### src/rtl/pulse_width_decoder.sv
// Pulse width decoder: measures high pulses on din in tick units and classifies them.
// Optional PULSE_STATS_EN adds clr_stats/nom_cnt, a saturating nominal-report counter.
module pulse_width_decoder #(
   parameter int W       = 4,
   parameter int NOMINAL = 3,
   parameter int TOL     = 0
) (
   input  logic         clk,
   input  logic         reset,
   input  logic         tick,
   input  logic         din,
   output logic         valid,
   output logic [W-1:0] width,
   output logic         nominal,
   output logic         err_long,
`ifdef PULSE_STATS_EN
   input  logic         clr_stats,
   output logic [15:0]  nom_cnt,
`endif
   output logic [1:0]   state
);

   typedef enum logic [1:0] {
      IDLE   = 2'b00,
      MEAS   = 2'b01,
      REPORT = 2'b10,
      STUCK  = 2'b11
   } state_t;

   localparam logic [W-1:0] MAXW  = '1;
   localparam logic [W:0]   NOM_V = (W+1)'(NOMINAL);
   localparam logic [W:0]   TOL_V = (W+1)'(TOL);

   state_t       state_q, state_d;
   logic [W-1:0] cnt_q, cnt_d;
   logic [W-1:0] width_q, width_d;
   logic         nominal_q, nominal_d;
   logic         err_q, err_d;
   logic         s1_q, ds_q;

   // One extra bit keeps the distance correct when cnt is below NOMINAL
   logic [W:0] cnt_ext;
   logic [W:0] diff;
   logic       nom_ok;

   assign cnt_ext = {1'b0, cnt_q};
   assign diff    = (cnt_ext >= NOM_V) ? cnt_ext - NOM_V : NOM_V - cnt_ext;
   assign nom_ok  = (diff <= TOL_V);

   always_ff @(posedge clk or posedge reset) begin
      if (reset) begin
         s1_q <= 1'b0;
         ds_q <= 1'b0;
      end else begin
         s1_q <= din;
         ds_q <= s1_q;
      end
   end

   always_comb begin
      state_d   = state_q;
      cnt_d     = cnt_q;
      width_d   = width_q;
      nominal_d = nominal_q;
      err_d     = err_q;
      unique case (state_q)
         IDLE: begin
            if (tick && ds_q) begin
               state_d = MEAS;
               cnt_d   = W'(1);
            end
         end
         MEAS: begin
            if (tick) begin
               if (!ds_q) begin
                  state_d   = REPORT;
                  width_d   = cnt_q;
                  nominal_d = nom_ok;
               end else if (cnt_q == MAXW) begin
                  state_d = STUCK;
                  err_d   = 1'b1;
               end else begin
                  cnt_d = cnt_q + W'(1);
               end
            end
         end
         REPORT: begin
            state_d = IDLE;
            cnt_d   = '0;
         end
         STUCK: begin
            if (tick && !ds_q) begin
               state_d = IDLE;
               err_d   = 1'b0;
               cnt_d   = '0;
            end
         end
      endcase
   end

   always_ff @(posedge clk or posedge reset) begin
      if (reset) begin
         state_q   <= IDLE;
         cnt_q     <= '0;
         width_q   <= '0;
         nominal_q <= 1'b0;
         err_q     <= 1'b0;
      end else begin
         state_q   <= state_d;
         cnt_q     <= cnt_d;
         width_q   <= width_d;
         nominal_q <= nominal_d;
         err_q     <= err_d;
      end
   end

   assign valid    = (state_q == REPORT);
   assign width    = width_q;
   assign nominal  = nominal_q;
   assign err_long = err_q;
   assign state    = state_q;

`ifdef PULSE_STATS_EN
   logic [15:0] nom_cnt_q, nom_cnt_d;

   always_comb begin
      nom_cnt_d = nom_cnt_q;
      if (clr_stats) begin
         nom_cnt_d = '0;
      end else if (valid && nominal_q && (nom_cnt_q != 16'hFFFF)) begin
         nom_cnt_d = nom_cnt_q + 16'd1;
      end
   end

   always_ff @(posedge clk or posedge reset) begin
      if (reset) begin
         nom_cnt_q <= '0;
      end else begin
         nom_cnt_q <= nom_cnt_d;
      end
   end

   assign nom_cnt = nom_cnt_q;
`endif

endmodule

### config.mk
export PLATFORM = sky130hd
export DESIGN_NAME = pulse_width_decoder
export DESIGN_NICKNAME = d
export VERILOG_FILES = /design/src/rtl/pulse_width_decoder.sv
export SDC_FILE = /design/constraint.sdc
export NUM_CORES = 1
export LEC_CHECK = 0
export CAP_MARGIN = 5
export CORE_ASPECT_RATIO = 1.1
export CORE_UTILIZATION = 36
export CTS_CLUSTER_DIAMETER = 60
export DETAILED_ROUTE_END_ITERATION = 16
export GPL_TIMING_DRIVEN = 0
export SYNTH_ARGS = -nofsm -noshare
export SYNTH_HDL_FRONTEND = slang
export SYNTH_SLANG_ARGS = --single-unit
### constraint.sdc
create_clock -name clk -period 1.8 [get_ports clk]
set_input_delay 0.36 -clock clk [delete_from_list [all_inputs] [get_ports clk]]
set_output_delay 0.36 -clock clk [all_outputs]
set_load 0.005 [all_outputs]
==> key figures, run 1 <==
Cells and area
  – Multi-input combinational cell area: 309 µm²
  – Fin util: 0.493
  – Nets: 96
  – Filler cells: 172
  – Commonest non-fill, non-tap cell in the layout: dfrtp_1
  – Antenna Cells: 0
  – Most frequent cells in the layout: dfrtp_1, nand2_1, clkdlybuf4s50_1, inv_1
  – Share of layout cells above drive strength 1: 0.146
  – Final instance area: 888 µm²
  – Area occupied by registers: 350 µm²
  – Layout overhead on the synthesized area: 26.6%

Logic synthesis
  – Mapped Area: 702 µm²
  – Synth top area share: 0.499
  – Area contributors post-synth: dfrtp_1, nand2_1, inv_1
  – Synth Register Bits: 14
  – Yosys warns: 0
  – Avg Synthesized Cell Area: 9.75 µm²
  – Sequential fraction of the synthesis area: 0.499
  – Syn nets: 78
  – Top cell type by total area after synthesis: dfrtp_1
  – Post-synthesis cell type count: 26
  – Mapped Cells: 72

Timing
  – # setup viols final: 0
  – Hold WS: 0.358 ns
  – Final Hold Vio Count: 0
  – Clk_skew: 0.00253 ns
  – Relative slew margins: 0.641
  – Tcrit/Tclk final: 0.939
  – Unrepaired setup endpoints after global routing: no
  – Minimum clock period after layout: 1.69 ns
  – Setup_tns: 0 ns
  – Least-Margin Pin Slew: 0.538 ns
  – Final Max Slew Viols: 0
  – F_max: 592 MHz

Clocking
  – Total clock sinks: 14
  – Worst skew pair latency: 0.29 ns
  – Max Root-Sink Buffers: 2
  – Cts hold-fix bufs: 0
  – CTS H-tree depth: 1
  – CTS clock-pin slew for the worst setup and hold paths: 0.09 ns
  – Clock root buffer: clkbuf_4
  – TritonCTS Buffers: 3
  – CTS tree: done

Critical path
  – Maximum net fanout on the critical path: 9
  – Worst Path Required: 1.44 ns
  – Critical path's top delay family: buffers and inverters
  – Crit-path slowest cell: clkdlybuf4s50_1
  – Crit end category: output port
  – Arrival @ worst endpoint: 1.33 ns
  – Worst path depth: 1
  – Type of the worst setup path: reg -> out
  – CP peak stage delay: 0.55 ns
  – Crit path buffers/inverters: 1
  – FF-to-FF path depth: 5
  – Startpoint types: register
  – Crit path cell chain: clkdlybuf4s50_1

Floorplan
  – Die area: 2130 µm²
  – IO Count: 13
  – Core ar.: 1800 µm²
  – Cell Rows: 16
  – Initial core utilization: 0.390
  – Die H: 48.3 µm
  – Die Width: 44.1 µm

Power and ir drop
  – Total power draw: 0.997 mW
  – NetSw: 0.304 mW
  – Clock power share: 0.235
  – Power share of the combinational group: 0.308
  – Sw frac: 0.305
  – Pwr/cell area: 1120 nW/µm²
  – Reg power frac: 0.457
  – Worst vdd ir: 0.547 mV
  – P_int: 0.693 mW
  – Leak Pwr: 0.422 nW

Routing
  – Routed Antenna Nets: 0
  – First-pass iteration count of the detailed router: 4
  – Post-Route WL: 1230 µm
  – Initial DRC count: 10
  – Drt via density: 5.01
  – DRC Markers: 0
  – Drt wl/cell: 11.5 µm
  – Via count of the routed design: 536

Min path
  – Worst min path class: reg -> reg
  – Number of cells on the worst hold path: 0

GRT
  – Overflow after GRT: 0
  – Total global-route track usage: 0.132
  – First-pass GRT wire length: 2050 µm
  – Largest net degree at the start of global routing: 15
  – Number of global-route vias before repair: 484
  – Initial antenna violation count: 0

Run
  – Max-cap check violation count: 0

Place
  – DP HPWL: 870 µm
  – PortBufs: 11
  – Placed cell area: 835 µm²
  – RePlAce Congestion: 0.802

Run status
  – Status: finished clean
[sequential cells by signal, indices dropped and copies added (netlist names)]
signal,flops
s1_q,1
cnt_q,4
nominal,1
err_long,1
state,2
width,4
ds_q,1
[per-stage QoR]
stage	instances	worst slack [ns]
2_1_floorplan	72	0.369
3_3_place_gp	101	0.183
3_5_place_dp	101	0.192
4_1_cts	105	0.00149
5_1_grt	107	0.0535
6_report	107	0.109
[Yosys cell counts]
master and number:
a21oi_1 5, o22a_1 1, nand3_1 2, buf_2 1, and2b_1 2, mux2_1 1, nand2_2 1, a21boi_2 1
a21oi_2 1, ha_1 2, o21ai_1 5, mux2_4 1, nand2b_4 1, xnor2_1 2, or3_1 1, or3b_1 1
inv_1 7, nor2_1 4, mux2i_1 1, o21ai_0 2, buf_6 1, nor2b_1 1, nand2_1 12, nand4_1 1
dfrtp_1 14, a41oi_1 1
[final timing paths]
path,slack [ns],start,end
min in group asynchronous,0.40,reset,cnt_q[1]$_DFFE_PP0P_
worst min register to register,0.36,s1_q$_DFF_PP0_,ds_q$_DFF_PP0_
max in group asynchronous,1.04,reset,cnt_q[3]$_DFFE_PP0P_
worst max register to register,0.17,cnt_q[0]$_DFFE_PP0P_,cnt_q[0]$_DFFE_PP0P_
worst min-delay path,0.36,s1_q$_DFF_PP0_,ds_q$_DFF_PP0_
worst max-delay path,0.11,state[0]$_DFFE_PP0P_,state[0]
[metal layers]
| metal | wire [µm] | part of all wire | track usage |
|---|---|---|---|
| met1 | 573 | 0.46 | 0.166 |
| met5 | 0 | 0 | 0 |
| met4 | 38 | 0.031 | 0.0909 |
| met2 | 567 | 0.46 | 0.201 |
| met3 | 54 | 0.044 | 0.0224 |
[layout make-up]
| type | count | area share |
|---|---|---|
| Timing Repair Buffer | 13 | 0.144 |
| Clock buffer | 4 | 0.0408 |
| Tap cell | 18 | 0.0254 |
| Sequential cell | 14 | 0.394 |
| Multi-Input combinational cell | 49 | 0.348 |
| Buffer | 2 | 0.0183 |
| Inverter | 7 | 0.0296 |
[power by group through the flow]
| stage | Sequential (mW) | Clock (mW) | Combinational [mW] |
|---|---|---|---|
| floorplan | 0.454 | 0 | 0.177 |
| global placement | 0.461 | 0 | 0.298 |
| detailed placement | 0.463 | 0 | 0.301 |
| CTS | 0.456 | 0.236 | 0.302 |
| global route | 0.468 | 0.254 | 0.339 |
| finish | 0.456 | 0.235 | 0.307 |
[logic make-up (layout without fill, tap and decap cells)]
kind of cell / count (synthesis) / after routing / synth area share
fa+ha+maj: 2 / 2 / 0.0356
xor+xnor: 2 / 2 / 0.0250
flops: 14 / 14 / 0.499
compound gates: 16 / 16 / 0.139
buf+inv: 9 / 26 / 0.0606
simple gates: 26 / 26 / 0.189
mux: 3 / 3 / 0.0517
[repair_timing]
action | in CTS | in global routing
buffers inserted | 0 | 2
gates resized for setup | 0 | 1
setup endpoints to repair | 0 | 1
No activity file was read; power rests on OpenSTA's default activity.
==> run 2, diff against run 1 <==
--- a/config.mk
+++ b/config.mk
@@ -7,10 +7,11 @@
 export LEC_CHECK = 0
 export CAP_MARGIN = 5
 export CORE_ASPECT_RATIO = 1.1
-export CORE_UTILIZATION = 36
+export CORE_UTILIZATION = 45
 export CTS_CLUSTER_DIAMETER = 60
 export DETAILED_ROUTE_END_ITERATION = 16
 export GPL_TIMING_DRIVEN = 0
+export PLACE_DENSITY = 0.7
 export SYNTH_ARGS = -nofsm -noshare
 export SYNTH_HDL_FRONTEND = slang
 export SYNTH_SLANG_ARGS = --single-unit
==> key figures, run 2 (synthesized netlist as in run 1, its figures left out) <==
Timing
  – Least-Margin Pin Slew: 0.521 ns (-0.0179 ns)
  – F_max: 583 MHz (-1.4%)
  – Tcrit/Tclk final: 0.953 (+0.0135)
  – Relative slew margins: 0.653 (+0.0120)
  – Clk_skew: 0.00206 ns (-0.000471 ns)
  – Setup_tns: 0 ns (unchanged)
  – Final Hold Vio Count: 0 (unchanged)
  – Minimum clock period after layout: 1.71 ns (+0.0242 ns)
  – # setup viols final: 0 (unchanged)
  – Unrepaired setup endpoints after global routing: no
  – Final Max Slew Viols: 0 (unchanged)

Power and ir drop
  – Sw frac: 0.302 (-0.00300)
  – Clock power share: 0.228 (-0.007)
  – Power share of the combinational group: 0.315 (+0.007)
  – P_int: 0.698 mW (+0.64%)
  – NetSw: 0.301 mW (-0.78%)
  – Leak Pwr: 0.427 nW (+1.0%)
  – Pwr/cell area: 1120 nW/µm² (-0.49%)
  – Reg power frac: 0.457 (about the same)
  – Worst vdd ir: 0.608 mV (+11%)

Clocking
  – CTS tree: done
  – Cts hold-fix bufs: 0 (unchanged)
  – Clock root buffer: clkbuf_4
  – Max Root-Sink Buffers: 2 (unchanged)
  – CTS H-tree depth: 1 (unchanged)
  – TritonCTS Buffers: 3 (unchanged)
  – Worst skew pair latency: 0.28 ns (about the same)
  – CTS clock-pin slew for the worst setup and hold paths: 0.08 ns (about the same)
  – Total clock sinks: 14 (unchanged)

Floorplan
  – IO Count: 13 (unchanged)
  – Die H: 43.4 µm (-10%)
  – Cell Rows: 14 (-2)
  – Initial core utilization: 0.495 (+0.105)
  – Die Width: 39.7 µm (-10%)
  – Core ar.: 1420 µm² (-21%)
  – Die area: 1720 µm² (-19%)

GRT
  – Number of global-route vias before repair: 495 (+2.3%)
  – Initial antenna violation count: 0 (unchanged)
  – Total global-route track usage: 0.183 (+0.0506)
  – Overflow after GRT: 0 (unchanged)
  – Largest net degree at the start of global routing: 15 (unchanged)
  – First-pass GRT wire length: 2130 µm (+3.7%)

Critical path
  – CP most frequent cell: buf_4
  – Type of the worst setup path: reg -> out
  – CP peak stage delay: 0.43 ns (-0.12 ns)
  – Maximum net fanout on the critical path: 2 (-7)
  – Crit path cell chain: buf_4, buf_4, clkdlybuf4s50_1
  – Crit end category: output port
  – Startpoint types: register
  – Arrival @ worst endpoint: 1.35 ns (+0.02 ns)
  – Crit-path slowest cell: clkdlybuf4s50_1
  – Worst Path Required: 1.44 ns (about the same)

Routing
  – Via count of the routed design: 567 (+5.8%)
  – DRC Markers: 0 (unchanged)
  – Post-Route WL: 1250 µm (+0.97%)
  – First-pass iteration count of the detailed router: 5 (+1)
  – Drt wl/cell: 11.8 µm (+1.9%)
  – Routed Antenna Nets: 0 (unchanged)
  – Drt via density: 5.35 (+6.8%)
  – Initial DRC count: 11 (+1)

Cells and area
  – Commonest non-fill, non-tap cell in the layout: dfrtp_1
  – Antenna Cells: 0 (unchanged)
  – Fin cells: 106 (-0.93%)
  – Nets: 97 (+1.0%)
  – Filler cells: 123 (-28%)
  – Share of layout cells above drive strength 1: 0.167 (+0.0206)
  – Fin util: 0.631 (+0.137)
  – Area occupied by registers: 352 µm² (+0.36%)
  – Multi-input combinational cell area: 309 µm² (unchanged)
  – Layout overhead on the synthesized area: 27.5%
  – Most frequent cells in the layout: dfrtp_1, nand2_1, clkdlybuf4s50_1, inv_1

Min path
  – Worst min path class: reg -> reg

Run
  – Max-cap check violation count: 0 (unchanged)

Run status
  – Status: finished clean

Place
  – DP HPWL: 908 µm (+4.3%)
  – RePlAce Congestion: 0.832 (+3.8%)
  – Placed cell count: 99 (-2.0%)
  – PortBufs: 11 (unchanged)
run 2: cell types whose count changed in the layout (fill, tap and decap cells not counted):
| cell | before | now |
|---|---|---|
| buf_4 | 2 | 3 |
| dfrtp_1 | 14 | 13 |
| dfrtp_2 | 0 | 1 |
run 2: per-stage QoR:
step           setup WS (ns)  power [mW]  instance area (µm²)  hold slack (ns)
2_1_floorplan          0.369       0.631                  702            0.249
3_3_place_gp           0.207       0.755                  832            0.333
3_5_place_dp           0.206       0.771                  832            0.336
4_1_cts               0.0537        1.00                  883            0.356
5_1_grt               0.0371        1.07                  895            0.360
6_report              0.0852       0.999                  895            0.353
run 2: routing by layer:
metal	vias to the layer above	part of all wire	GRT usage	wire [µm]
met2	30	0.46	0.252	567
met1	256	0.44	0.257	546
met5	-	0	0	0
met3	5	0.078	0.0462	97
met4	0	0.027	0.103	34
li1	276	-	-	-
run 2: worst paths after layout:
| path | startpoint | slack, ns | depth (start not counted) | to |
|---|---|---|---|---|
| setup / recovery | state[1]$_DFFE_PP0P_ | 0.09 | 3 | state[1] |
| hold / removal | s1_q$_DFF_PP0_ | 0.35 | 0 | ds_q$_DFF_PP0_ |
| setup reg to reg | cnt_q[0]$_DFFE_PP0P_ | 0.16 | 5 | cnt_q[0]$_DFFE_PP0P_ |
| hold reg to reg | s1_q$_DFF_PP0_ | 0.35 | 0 | ds_q$_DFF_PP0_ |
| max in group asynchronous | reset | 1.03 | 2 | state[0]$_DFFE_PP0P_ |
| min in group asynchronous | reset | 0.40 | 2 | width[0]$_DFFE_PP0P_ |
run 2: cell type report:
cell class / count / share of cell area
clock buffers: 4 / 0.0406
repair buffers: 14 / 0.151
plain buffers: 2 / 0.0182
multi-input cells: 49 / 0.345
flip-flops and latches: 14 / 0.393
inverters: 7 / 0.0294
well taps: 16 / 0.0224
run 2: power groups by stage:
stage / sequential (mW) / combinational [mW] / clock, mW
floorplan: 0.454 / 0.177 / 0
global placement: 0.459 / 0.295 / 0
detailed placement: 0.467 / 0.305 / 0
CTS: 0.457 / 0.313 / 0.233
global route: 0.470 / 0.352 / 0.245
finish: 0.456 / 0.315 / 0.228
run 2: timing repair:
action                                  CTS  global route
buffers inserted                          2             1
resized for setup                         0             2
endpoints found under the setup margin    1             1
run 2: critical path: cells and delay by family (launching register included):
family | cells | cell delay, ns
buf+inv | 3 | 0.67
flops | 1 | 0.39
==> run 3, diff against run 2 <==
--- a/config.mk
+++ b/config.mk
@@ -7,11 +7,11 @@
 export LEC_CHECK = 0
 export CAP_MARGIN = 5
 export CORE_ASPECT_RATIO = 1.1
-export CORE_UTILIZATION = 45
+export CORE_UTILIZATION = 32
 export CTS_CLUSTER_DIAMETER = 60
 export DETAILED_ROUTE_END_ITERATION = 16
 export GPL_TIMING_DRIVEN = 0
-export PLACE_DENSITY = 0.7
+export SLEW_MARGIN = 20
 export SYNTH_ARGS = -nofsm -noshare
 export SYNTH_HDL_FRONTEND = slang
 export SYNTH_SLANG_ARGS = --single-unit
==> key figures, run 3 (synthesized netlist as in run 1, its figures left out) <==
Timing
  – Final Hold Vio Count: 0 (unchanged)
  – Tcrit/Tclk final: 0.967 (+0.0140)
  – Clk_skew: 0.00410 ns (+0.00205 ns)
  – # setup viols final: 0 (unchanged)
  – Relative slew margins: 0.644 (-0.00817)
  – F_max: 575 MHz (-1.4%)
  – Least-Margin Pin Slew: 0.533 ns (+0.0122 ns)
  – Minimum clock period after layout: 1.74 ns (+0.0251 ns)
  – Setup_tns: 0 ns (unchanged)
  – Setup ws final: 0.0601 ns (-0.0251 ns)
  – Hold WS: 0.357 ns (+0.00448 ns)
  – Final Max Slew Viols: 0 (unchanged)
  – Unrepaired setup endpoints after global routing: no

Cells and area
  – Antenna Cells: 0 (unchanged)
  – Layout overhead on the synthesized area: 28.2%
  – Fin util: 0.441 (-0.190)
  – Most frequent cells in the layout: dfrtp_1, nand2_1, clkdlybuf4s50_1, inv_1
  – Share of layout cells above drive strength 1: 0.157 (-0.00936)
  – Final instance area: 900 µm² (+0.56%)
  – Fin cells: 117 (+10%)
  – Nets: 96 (-1.0%)
  – Commonest non-fill, non-tap cell in the layout: dfrtp_1
  – Filler cells: 216 (+76%)

Floorplan
  – Cell Rows: 17 (+3)
  – Die area: 2390 µm² (+39%)
  – Initial core utilization: 0.344 (-0.151)
  – Core ar.: 2040 µm² (+44%)
  – IO Count: 13 (unchanged)
  – Die H: 51.1 µm (+18%)
  – Die Width: 46.7 µm (+18%)

Place
  – PortBufs: 11 (unchanged)
  – Placed cell area: 847 µm² (+1.8%)
  – Dpl ws: 0.172 ns (-0.0339 ns)
  – RePlAce Congestion: 0.770 (-7.4%)
  – DP HPWL: 905 µm (-0.32%)
  – Placed cell count: 111 (+12%)

Clocking
  – CTS H-tree depth: 1 (unchanged)
  – CTS tree: done
  – TritonCTS Buffers: 3 (unchanged)
  – CTS clock-pin slew for the worst setup and hold paths: 0.08 ns (about the same)
  – Worst skew pair latency: 0.28 ns (about the same)
  – Total clock sinks: 14 (unchanged)
  – Clock root buffer: clkbuf_4
  – Max Root-Sink Buffers: 2 (unchanged)

Power and ir drop
  – P_int: 0.694 mW (-0.54%)
  – Power share of the combinational group: 0.312 (-0.003)
  – Pwr/cell area: 1100 nW/µm² (-1.5%)
  – Sw frac: 0.298 (-0.00321)
  – Clock power share: 0.225 (-0.003)
  – Total power draw: 0.989 mW (-0.99%)
  – Reg power frac: 0.463 (+0.006)
  – Worst vdd ir: 0.758 mV (+25%)
  – NetSw: 0.295 mW (-2.0%)
  – Leak Pwr: 0.405 nW (-5.2%)

Critical path
  – FF-to-FF Start: cnt_q[0]$_DFFE_PP0P_
  – Worst Path Required: 1.44 ns (about the same)
  – FF-to-FF path depth: 5 (unchanged)
  – CP peak stage delay: 0.51 ns (+0.08 ns)
  – Worst path depth: 4 (+1)
  – Maximum net fanout on the critical path: 2 (unchanged)
  – Crit path cell chain: buf_6, inv_1, nor2_1, clkdlybuf4s50_1
  – Reg2Reg Capture Point: cnt_q[0]$_DFFE_PP0P_
  – CP startpoint: state[1]$_DFFE_PP0P_
  – R2r setup slk: 0.16 ns (about the same)
  – Crit-path slowest cell: clkdlybuf4s50_1
  – Startpoint types: register
  – Arrival @ worst endpoint: 1.38 ns (+0.03 ns)
  – Type of the worst setup path: reg -> out
  – Critical path's top delay family: buffers and inverters
  – Crit end category: output port
  – Crit path buffers/inverters: 3 (unchanged)
  – Setup crit end: valid

Min path
  – Worst min path class: reg -> reg

Routing
  – Drt wl/cell: 10.5 µm (-10%)
  – Routed Antenna Nets: 0 (unchanged)
  – First-pass iteration count of the detailed router: 4 (-1)
  – Via count of the routed design: 534 (-5.8%)
  – Post-Route WL: 1230 µm (-1.0%)
  – Drt via density: 4.56 (-15%)
  – DRC Markers: 0 (unchanged)
  – Initial DRC count: 10 (-1)

Run status
  – Status: finished clean

GRT
  – Largest net degree at the start of global routing: 15 (unchanged)
  – Number of global-route vias before repair: 518 (+4.6%)
  – Initial antenna violation count: 0 (unchanged)
  – Total global-route track usage: 0.127 (-0.0562)
  – First-pass GRT wire length: 2150 µm (+1.3%)
  – Overflow after GRT: 0 (unchanged)

Run
  – Max-cap check violation count: 0 (unchanged)
==> run 3: changes by cell type in the layout (fill, tap and decap cells not counted) <==
cell,delta
buf_4,-1
clkdlybuf4s50_1,+1
dlymetal6s2s_1,-1
==> run 3: how the worst min path moves through the flow <==
stage | from | endpoint | slack, ns | cells after the start
floorplan | reset | cnt_q[0]$_DFFE_PP0P_ | 0.25 | 1
global placement | s1_q$_DFF_PP0_ | ds_q$_DFF_PP0_ | 0.33 | 0
detailed placement | s1_q$_DFF_PP0_ | ds_q$_DFF_PP0_ | 0.34 | 0
CTS | s1_q$_DFF_PP0_ | ds_q$_DFF_PP0_ | 0.36 | 0
global route | s1_q$_DFF_PP0_ | ds_q$_DFF_PP0_ | 0.37 | 0
finish | s1_q$_DFF_PP0_ | ds_q$_DFF_PP0_ | 0.36 | 0
==> run 3: area by class of cell <==
type / instances / area (µm²) / share of cell area
plain buffers: 2 / 16.3 / 0.0181
clock buffers: 4 / 36.3 / 0.0403
inverters: 7 / 26.3 / 0.0292
multi-input cells: 49 / 309 / 0.344
flip-flops and latches: 14 / 352 / 0.391
well taps: 28 / 35.0 / 0.0389
repair buffers: 13 / 125 / 0.139
==> run 3: routing by layer <==
layer / GRT usage / vias to the layer above / wire, µm
li1: - / 274 / -
met1: 0.154 / 244 / 556
met2: 0.211 / 16 / 603
met3: 0.0636 / 0 / 72
met4: 0 / 0 / 0
met5: 0 / - / 0
==> run 3: power by group through the flow <==
stage	sequential, mW	combinational [mW]	clock, mW
2_1_floorplan	0.454	0.177	0
3_3_place_gp	0.462	0.298	0
3_5_place_dp	0.466	0.302	0
4_1_cts	0.460	0.314	0.228
5_1_grt	0.473	0.351	0.241
6_report	0.458	0.309	0.222
==> run 3: timing repair <==
item | CTS | global route
setup buffers | 2 | 0
hold buffers | 0 | 0
setup endpoints to repair | 1 | 1
gates resized for setup | 0 | 1
pin swaps | 0 | 0
gates cloned | 0 | 0
